==> src/rtl/calc_result_display_if.sv <==
// Port bundle between simple_calc's result/flag outputs and the 7-segment display stage.
interface calc_result_display_if;
  logic [7:0] result;
  logic       carry_out;
  logic       overflow;
  logic       hex_mode;
  logic [3:0] AN;
  logic [6:0] SEG;
  logic       DP;
  logic       busy;

  modport master (
    output result, carry_out, overflow, hex_mode,
    input  AN, SEG, DP, busy
  );

  modport slave (
    input  result, carry_out, overflow, hex_mode,
    output AN, SEG, DP, busy
  );
endinterface

==> src/rtl/calc_result_display.sv <==
// Converts an 8-bit calculator result to decimal (double-dabble) or hex and
// scans four active-low 7-segment digits, with a flag digit on the left.
module calc_result_display #(
  parameter int REFRESH_DIV = 100000
) (
  input logic              clk,
  input logic              rst,
  calc_result_display_if.slave bus
);

  typedef enum logic [1:0] {IDLE, CONV, COMMIT} state_t;

  localparam int CNT_W = (REFRESH_DIV > 2) ? $clog2(REFRESH_DIV) : 1;
  localparam logic [CNT_W-1:0] REF_LAST = CNT_W'(REFRESH_DIV - 1);
  localparam logic [6:0] SEG_BLANK = 7'b1111111;
  localparam logic [6:0] SEG_E     = 7'b0000110;
  localparam logic [6:0] SEG_C     = 7'b1000110;

  function automatic logic [11:0] add3(input logic [11:0] b);
    logic [11:0] r;
    r = b;
    for (int n = 0; n < 3; n++) begin
      if (r[n*4 +: 4] >= 4'd5) r[n*4 +: 4] = r[n*4 +: 4] + 4'd3;
    end
    return r;
  endfunction

  function automatic logic [6:0] seg_code(input logic [3:0] v);
    case (v)
      4'h0: seg_code = 7'b1000000;
      4'h1: seg_code = 7'b1111001;
      4'h2: seg_code = 7'b0100100;
      4'h3: seg_code = 7'b0110000;
      4'h4: seg_code = 7'b0011001;
      4'h5: seg_code = 7'b0010010;
      4'h6: seg_code = 7'b0000010;
      4'h7: seg_code = 7'b1111000;
      4'h8: seg_code = 7'b0000000;
      4'h9: seg_code = 7'b0010000;
      4'hA: seg_code = 7'b0001000;
      4'hB: seg_code = 7'b0000011;
      4'hC: seg_code = 7'b1000110;
      4'hD: seg_code = 7'b0100001;
      4'hE: seg_code = 7'b0000110;
      default: seg_code = 7'b0001110;
    endcase
  endfunction

  state_t            state;
  logic [10:0]       snap_in, snap_r, last_snap;
  logic              valid;
  logic [11:0]       bcd, bcd_adj;
  logic [7:0]        bin;
  logic [2:0]        bit_cnt;
  logic [3:0][6:0]   disp, disp_next;
  logic [CNT_W-1:0]  ref_cnt;
  logic [1:0]        idx;

  assign snap_in  = {bus.hex_mode, bus.overflow, bus.carry_out, bus.result};
  assign bcd_adj  = add3(bcd);
  assign bus.busy = (state != IDLE);
  assign bus.DP   = 1'b1;

  // Digit images built from the finished conversion; only loaded in COMMIT.
  always_comb begin
    disp_next = {SEG_BLANK, SEG_BLANK, SEG_BLANK, SEG_BLANK};
    if (snap_r[10]) begin
      disp_next[0] = seg_code(snap_r[3:0]);
      disp_next[1] = seg_code(snap_r[7:4]);
    end else begin
      disp_next[0] = seg_code(bcd[3:0]);
      if (bcd[11:4] != 8'd0) disp_next[1] = seg_code(bcd[7:4]);
      if (bcd[11:8] != 4'd0) disp_next[2] = seg_code(bcd[11:8]);
    end
    if (snap_r[9])      disp_next[3] = SEG_E;
    else if (snap_r[8]) disp_next[3] = SEG_C;
  end

  // Conversion stage: snapshot, 8 add-3/shift steps, commit to display registers.
  always_ff @(posedge clk) begin
    if (rst) begin
      state     <= IDLE;
      valid     <= 1'b0;
      snap_r    <= '0;
      last_snap <= '0;
      bcd       <= '0;
      bin       <= '0;
      bit_cnt   <= '0;
      disp      <= {SEG_BLANK, SEG_BLANK, SEG_BLANK, SEG_BLANK};
    end else begin
      case (state)
        IDLE: begin
          if (!valid || snap_in != last_snap) begin
            snap_r  <= snap_in;
            bin     <= snap_in[7:0];
            bcd     <= '0;
            bit_cnt <= '0;
            state   <= CONV;
          end
        end
        CONV: begin
          bcd     <= {bcd_adj[10:0], bin[7]};
          bin     <= {bin[6:0], 1'b0};
          bit_cnt <= bit_cnt + 3'd1;
          if (bit_cnt == 3'd7) state <= COMMIT;
        end
        COMMIT: begin
          disp      <= disp_next;
          last_snap <= snap_r;
          valid     <= 1'b1;
          state     <= IDLE;
        end
        default: state <= IDLE;
      endcase
    end
  end

  // Scan stage: AN and SEG come from the same index on the same edge.
  always_ff @(posedge clk) begin
    if (rst) begin
      ref_cnt <= '0;
      idx     <= '0;
      bus.AN  <= 4'b1111;
      bus.SEG <= SEG_BLANK;
    end else begin
      if (ref_cnt == REF_LAST) begin
        ref_cnt <= '0;
        idx     <= idx + 2'd1;
      end else begin
        ref_cnt <= ref_cnt + 1'b1;
      end
      bus.AN  <= ~(4'b0001 << idx);
      bus.SEG <= disp[idx];
    end
  end

endmodule

==> src/flat_wrapper.sv <==
// flat-port wrapper written by rule: the top's interface ports become plain ports
module calc_result_display_flat 
#(
  parameter int REFRESH_DIV = 100000
)
  (clk, rst, bus_result, bus_carry_out, bus_overflow, bus_hex_mode, bus_AN, bus_SEG, bus_DP, bus_busy);
  calc_result_display_if bus_i ();
  input logic clk;
  input logic rst;
  input wire logic [$bits(bus_i.result)-1:0] bus_result;
  input wire logic [$bits(bus_i.carry_out)-1:0] bus_carry_out;
  input wire logic [$bits(bus_i.overflow)-1:0] bus_overflow;
  input wire logic [$bits(bus_i.hex_mode)-1:0] bus_hex_mode;
  output wire logic [$bits(bus_i.AN)-1:0] bus_AN;
  output wire logic [$bits(bus_i.SEG)-1:0] bus_SEG;
  output wire logic [$bits(bus_i.DP)-1:0] bus_DP;
  output wire logic [$bits(bus_i.busy)-1:0] bus_busy;
  assign bus_i.result = bus_result;
  assign bus_i.carry_out = bus_carry_out;
  assign bus_i.overflow = bus_overflow;
  assign bus_i.hex_mode = bus_hex_mode;
  assign bus_AN = bus_i.AN;
  assign bus_SEG = bus_i.SEG;
  assign bus_DP = bus_i.DP;
  assign bus_busy = bus_i.busy;
  calc_result_display #(.REFRESH_DIV(REFRESH_DIV)) u_core (.clk(clk), .rst(rst), .bus(bus_i));
endmodule
==> config.mk <==
export PLATFORM = sky130hd
export DESIGN_NAME = calc_result_display_flat
export DESIGN_NICKNAME = d
export VERILOG_FILES = /design/src/rtl/calc_result_display_if.sv /design/src/rtl/calc_result_display.sv /design/src/flat_wrapper.sv
export SDC_FILE = /design/constraint.sdc
export NUM_CORES = 1
export LEC_CHECK = 0
export ABC_AREA = 0
export CAP_MARGIN = 10
export CORE_MARGIN = 4
export CORE_UTILIZATION = 25
export CTS_BUF_LIST = sky130_fd_sc_hd__clkbuf_2
export DETAILED_ROUTE_END_ITERATION = 10
export MAX_ROUTING_LAYER = met4
export PLACE_DENSITY_LB_ADDON = 0.1
export SETUP_SLACK_MARGIN = 0.05
export SLEW_MARGIN = 40
export SYNTH_ARGS = -nofsm -noshare
export SYNTH_HDL_FRONTEND = slang
export SYNTH_SLANG_ARGS = --single-unit
==> constraint.sdc <==
create_clock -name clk -period 9.8 [get_ports clk]
set_clock_uncertainty 0.2 [all_clocks]
set_input_delay 1.96 -clock clk [delete_from_list [all_inputs] [get_ports clk]]
set_output_delay 1.96 -clock clk [all_outputs]
set_load 0.1 [all_outputs]
==> results of run 1 <==
-- layout make-up --
cell class / count / area, sq um
diodes: 2 / 5.00
flip-flops and latches: 136 / 2720
repair buffers: 29 / 215
well taps: 335 / 419
multi-input cells: 518 / 3660
fillers: 2783 / 18800
clock inverters: 15 / 166
inverters: 43 / 161
clock buffers: 17 / 85.1
-- cells by family after synthesis --
logic type,Yosys count,synth area share (%)
DFF,136,40.5
other,1,0.0558
and+or+nand+nor,237,16.6
AOI/OAI and AO/OA,157,16.5
xor gates and xnor gates,35,4.56
muxes,44,7.90
buffers and inverters,90,5.66
adders and majority gates,44,8.20
-- report_power, final --
group          switching, W  leakage [nW]  total (W)  internal (W)
sequential        0.0000112          1.11   0.000578      0.000567
combinational     0.0000490          1.54  0.0000775     0.0000285
clock              0.000231         0.153   0.000355      0.000124
total              0.000291          2.80    0.00101      0.000719
-- placed cells by master (no fill, tap or decap), types with 3 or more instances in the layout --
| cell | count |
|---|---|
| a211oi_1 | 8 |
| or2_2 | 11 |
| dfxtp_1 | 136 |
| nor3b_1 | 8 |
| o22a_1 | 4 |
| a21oi_2 | 5 |
| mux4_2 | 5 |
| inv_6 | 4 |
| a31oi_1 | 4 |
| a22oi_1 | 9 |
| a21oi_1 | 35 |
| buf_2 | 12 |
| a21o_1 | 4 |
| nand3_1 | 11 |
| clkinv_2 | 3 |
| inv_1 | 42 |
| buf_4 | 6 |
| nor2_1 | 92 |
| o32ai_1 | 4 |
| nor3_1 | 15 |
| a211o_1 | 17 |
| mux2i_1 | 35 |
| o21ai_0 | 12 |
| nand2b_1 | 19 |
| a222oi_1 | 7 |
| and2_1 | 4 |
| clkbuf_2 | 17 |
| ha_1 | 44 |
| clkinv_4 | 3 |
| nand4_1 | 7 |
| nand2_1 | 56 |
| xnor2_1 | 22 |
| o22ai_1 | 26 |
| and3_1 | 3 |
| clkdlybuf4s50_1 | 11 |
| xor2_1 | 13 |
-- critical path, delay by kind of cell --
kind | cells | cell delay, ps
buf+inv | 3 | 1210
compound gates | 3 | 1150
simple gates | 3 | 630
fa+ha+maj | 1 | 240
xor+xnor | 1 | 170
mux | 1 | 150
-- metal layers --
| layer | wire [microns] | vias up |
|---|---|---|
| met2 | 7420 | 92 |
| met5 | 0 | - |
| met3 | 627 | 14 |
| met4 | 224 | 0 |
| met1 | 8140 | 2459 |
| li1 | - | 2608 |
-- worst min path at each step --
| stage | from | cells after the start | to |
|---|---|---|---|
| final | u_core.snap_r[5] | 2 | u_core.last_snap[5] |
| after global routing | register | 2 | u_core.disp[19] |
| after CTS | u_core.snap_r[5] | 2 | u_core.last_snap[5] |
| after detailed placement | register | 2 | u_core.disp[17] |
| after global placement | register | 2 | u_core.disp[15] |
| after floorplan | register | 2 | u_core.disp[14] |
-- metrics by stage --
step                      cell area (sq um)  setup slack (ps)  std cells  hold slack (ps)  total power, W
after global placement                 7200              3900       1061              244        0.000666
after CTS                              7420              4820       1093              281         0.00103
final                                  7430              4690       1095              271         0.00101
after floorplan                        6720              5260        744              222        0.000643
after global routing                   7430              4600       1095              299         0.00107
after detailed placement               7170              3960       1061              241        0.000667
==> flow_summary.yaml, run 1 <==
yosys:
  synth.distinct_cells: 66
  synth.top_cell.area_share_pct: 40.5
  ys.flop_type: "dfxtp_1"
  yosysWarnings: 0
  ys_ff_latch: 136
  syn_area_sq_um: 6720
  ys_async_sr_fraction_pct: 0
  synth_fp_nets: 801
  yosysSeqAreaShare_pct: 40.5
  synth_edf_count: 0
  synth_cells: 744
  netlist_top_cells_count: "dfxtp_1, nor2_1, nand2_1, ha_1, inv_1"
  yosysMostFrequentCell: "dfxtp_1"
  netlist_top_cells_area: "dfxtp_1, ha_1, mux2i_1"
  yosysTopAreaCell: "dfxtp_1"
  postSynthAreaPerCell_sq_um: 9.03
die:
  initial_utilization_pct: 25.6
  dieArea_sq_um: 29600
  fp.dieH_microns: 172
  die_w_microns: 172
  num_io_pins: 26
  rows: 59
  core_area_sq_um: 26300
global_routing:
  grt_antenna_before_repair: 1
  grt_use_met3_pct: 2.65
  grtUsageMet1_pct: 15.7
  use_met2_pct: 18.6
  grt_pass1_vias: 5193
  grt_usage_pct: 11.9
  grt_overflow: 0
  grt_max_degree: 78
  top_usage_layer: "met2"
  grt_pass1_wl_mm: 27.4
clock_network:
  post-cts-setup-buffers: 0
  postCtsResizedCells: 0
  clock_path_buffers: 2
  cts-buffers-inserted: 17
  clkSinkCount: 136
  hold_buffers: 0
  htreeDepth: 4
  root_buffer: "clkbuf_2"
  clock_latency_ps: 710
  cts_tree: "done"
  clk_pin_slew_worst_paths_ps: 220
worst_hold_path:
  min_path_type: "reg2reg"
critical_path:
  slowest_delay_ps: 760
  rrSetupSlack_ps: 6250
  critical_path_required_ps: 10210
  crit_chain: "clkdlybuf4s50_1, xnor2_1, nand4_1, o41ai_4, buf_4, a22oi_1, nor2_1, inv_1, ha_1, mux2i_1, nor2_1, a311o_1"
  r2r-start: "u_core.last_snap[1]"
  endpoint_kind: "register"
  crit_fanout: 11
  arrival_ps: 5520
  r2r.worst_path.cells: 11
  crit_top_cell: "nor2_1"
  critPathLaunchType: "input port"
  startpoint: "bus_result[3]"
  crit_slowest_cell: "clkdlybuf4s50_1"
  timing.setup.critical_path_class: "in2reg"
timing:
  slew_headroom_pct: 50.4
  slew_violations: 0
  fmax_ghz: 0.196
  rsz0062_at_grt: "false"
  period_minus_slack_ps: 5110
  setup_viol: 0
  hold_viol_final: 0
  fin_crit_sh_pct: 52.1
  worst_pin_slew_ps: 741
  finalSetupTns_ps: 0
power:
  pwr_density_cell_nw_per_um2: 136
  ir_worst_vdd_v: 0.0000674
  power.leakage_nw: 2.80
finish:
  fin_nets: 802
  fin_util_pct: 28.3
  synthToLayoutAreaGrowth_pct: 10.6
  drive_gt1_share_pct: 11.5
drt:
  firstDrtPassIters: 5
  drc: 0
  via_per_inst: 4.72
  detail_route.wl_per_cell_microns: 15.0
  drt-initial-drc-count: 310
  num_vias: 5173
  detail-route-antenna-nets: 0
  drt-total-wl_mm: 16.4
job:
  cap_violations: 0
placement:
  gp_congestion: 0.773
  dpl.hpwl_mm: 11.8
  io_buffers: 24
status:
  status: "completed"
No activity file was read; power rests on OpenSTA's default activity.
==> run 2, diff against run 1 <==
- clock period: 9.8 -> 5 ns (I/O delays scaled with it)
==> flow_summary.yaml, run 2 (synthesized netlist as in run 1, its figures left out) <==
status:
  status: "completed"
critical_path:
  crit_fanout: 8
  timing.setup.critical_path_class: "in2reg"
  critical_path_required_ps: 5430
  critPathLaunchType: "input port"
  endpoint_kind: "register"
  startpoint: "bus_result[6]"
  arrival_ps: 4140
  r2r-start: "u_core.last_snap[2]"
global_routing:
  grt_usage_pct: 11.8
  grt_use_met3_pct: 2.72
  grt_overflow: 0
  grt_max_degree: 52
  grt_pass1_vias: 5101
  grt_pass1_wl_mm: 26.8
  use_met2_pct: 18.4
  top_usage_layer: "met2"
  grtUsageMet1_pct: 15.5
  grt_antenna_before_repair: 1
clock_network:
  cts_tree: "done"
  cts-buffers-inserted: 17
  hold_buffers: 0
  clock_latency_ps: 730
  htreeDepth: 4
  root_buffer: "clkbuf_2"
  postCtsResizedCells: 0
  clk_pin_slew_worst_paths_ps: 220
  clock_path_buffers: 2
  clkSinkCount: 136
  post-cts-setup-buffers: 0
die:
  initial_utilization_pct: 25.6
  rows: 59
  dieArea_sq_um: 29600
  die_w_microns: 172
  fp.dieH_microns: 172
  core_area_sq_um: 26300
  num_io_pins: 26
power:
  p_comb_share_pct: 7.7
  pwr_density_cell_nw_per_um2: 271
  power.leakage_nw: 2.84
  netSwitchingPower_w: 0.000608
  ir_worst_vdd_v: 0.0000984
  switching_share_pct: 29.8
  clockPowerShare_pct: 36.8
  pwr-share-seq_pct: 55.5
  internal_power_w: 0.00143
worst_hold_path:
  min_path_type: "reg2reg"
  min-delay-start: "u_core.snap_r[5]"
timing:
  hold_viol_final: 0
  setup_viol: 0
  whs_ps: 277
  slew_violations: 0
  rsz0062_at_grt: "false"
  slew_headroom_pct: 53.3
  fmax_ghz: 0.269
  worst_slack_ps: 1290
  period_minus_slack_ps: 3710
  worst_pin_slew_ps: 699
  fin_crit_sh_pct: 74.2
  finalSetupTns_ps: 0
drt:
  num_vias: 5195
  drt-initial-drc-count: 289
  detail_route.wl_per_cell_microns: 14.9
  detail-route-antenna-nets: 0
  drc: 0
  via_per_inst: 4.70
  drt-total-wl_mm: 16.5
  firstDrtPassIters: 6
placement:
  gp_congestion: 0.773
  dp_worst_setup_slack_ps: 537
  dpl.hpwl_mm: 12.0
  placed_area_sq_um: 7240
  place_inst: 1072
  io_buffers: 24
finish:
  fin_area_sq_um: 7530
  synthToLayoutAreaGrowth_pct: 12.0
  final_common_cell: "dfxtp_1"
  mostFrequentLayoutCells: "dfxtp_1, nor2_1, nand2_1"
  fin_nets: 813
  drive_gt1_share_pct: 12.7
  final_cells: 1105
job:
  cap_violations: 0
run 2: cell types whose count changed in the layout (fill, tap and decap cells not counted), sizes merged:
| cell | delta |
|---|---|
| inv | +4 |
| clkinv | -4 |
| diode | -1 |
| buf | +11 |
run 2: layout make-up:
class	count	area (sq um)
flip-flops and latches	136	2720
inverters	43	161
clock inverters	15	193
diodes	1	2.50
fillers	2804	18800
well taps	335	419
repair buffers	40	298
multi-input cells	518	3640
clock buffers	17	85.1
run 2: through the flow:
stage | utilization, % | total power (W)
finish | 28.6 | 0.00204
floorplan | - | 0.00126
global placement | 27.7 | 0.00131
detailed placement | 27.6 | 0.00131
CTS | 28.6 | 0.00208
global route | 28.6 | 0.00215
run 2: power by group through the flow:
stage / clock (W) / combinational, W / sequential [W]
final: 0.000750 / 0.000157 / 0.00113
after global routing: 0.000834 / 0.000175 / 0.00114
after CTS: 0.000790 / 0.000159 / 0.00113
after detailed placement: 0 / 0.000159 / 0.00115
after global placement: 0 / 0.000159 / 0.00115
after floorplan: 0 / 0.000116 / 0.00114
run 2: worst max-delay path: stages:
cell	delay (ps)
clkdlybuf4s50_1	580
xnor2_1	290
nand4_2	200
o41ai_2	480
buf_4	240
a22oi_1	150
nor2_1	280
inv_1	140
ha_1	230
mux2i_1	130
nor2_1	60
a311o_1	340
run 2: layer usage:
layer | routed length [microns] | share of wire, % | vias up
met1 | 8180 | 50 | 2476
met5 | 0 | 0 | -
met3 | 563 | 3.4 | 11
met2 | 7560 | 46 | 79
met4 | 161 | 0.98 | 0
li1 | - | - | 2629
run 2: path summary, 6_finish.rpt:
path              cells after the start                  end  slack (ps)
hold reg to reg                       2  u_core.last_snap[5]         280
setup reg to reg                     11             register        1840
hold / removal                        2  u_core.last_snap[5]         280
setup / recovery                     12             register        1290
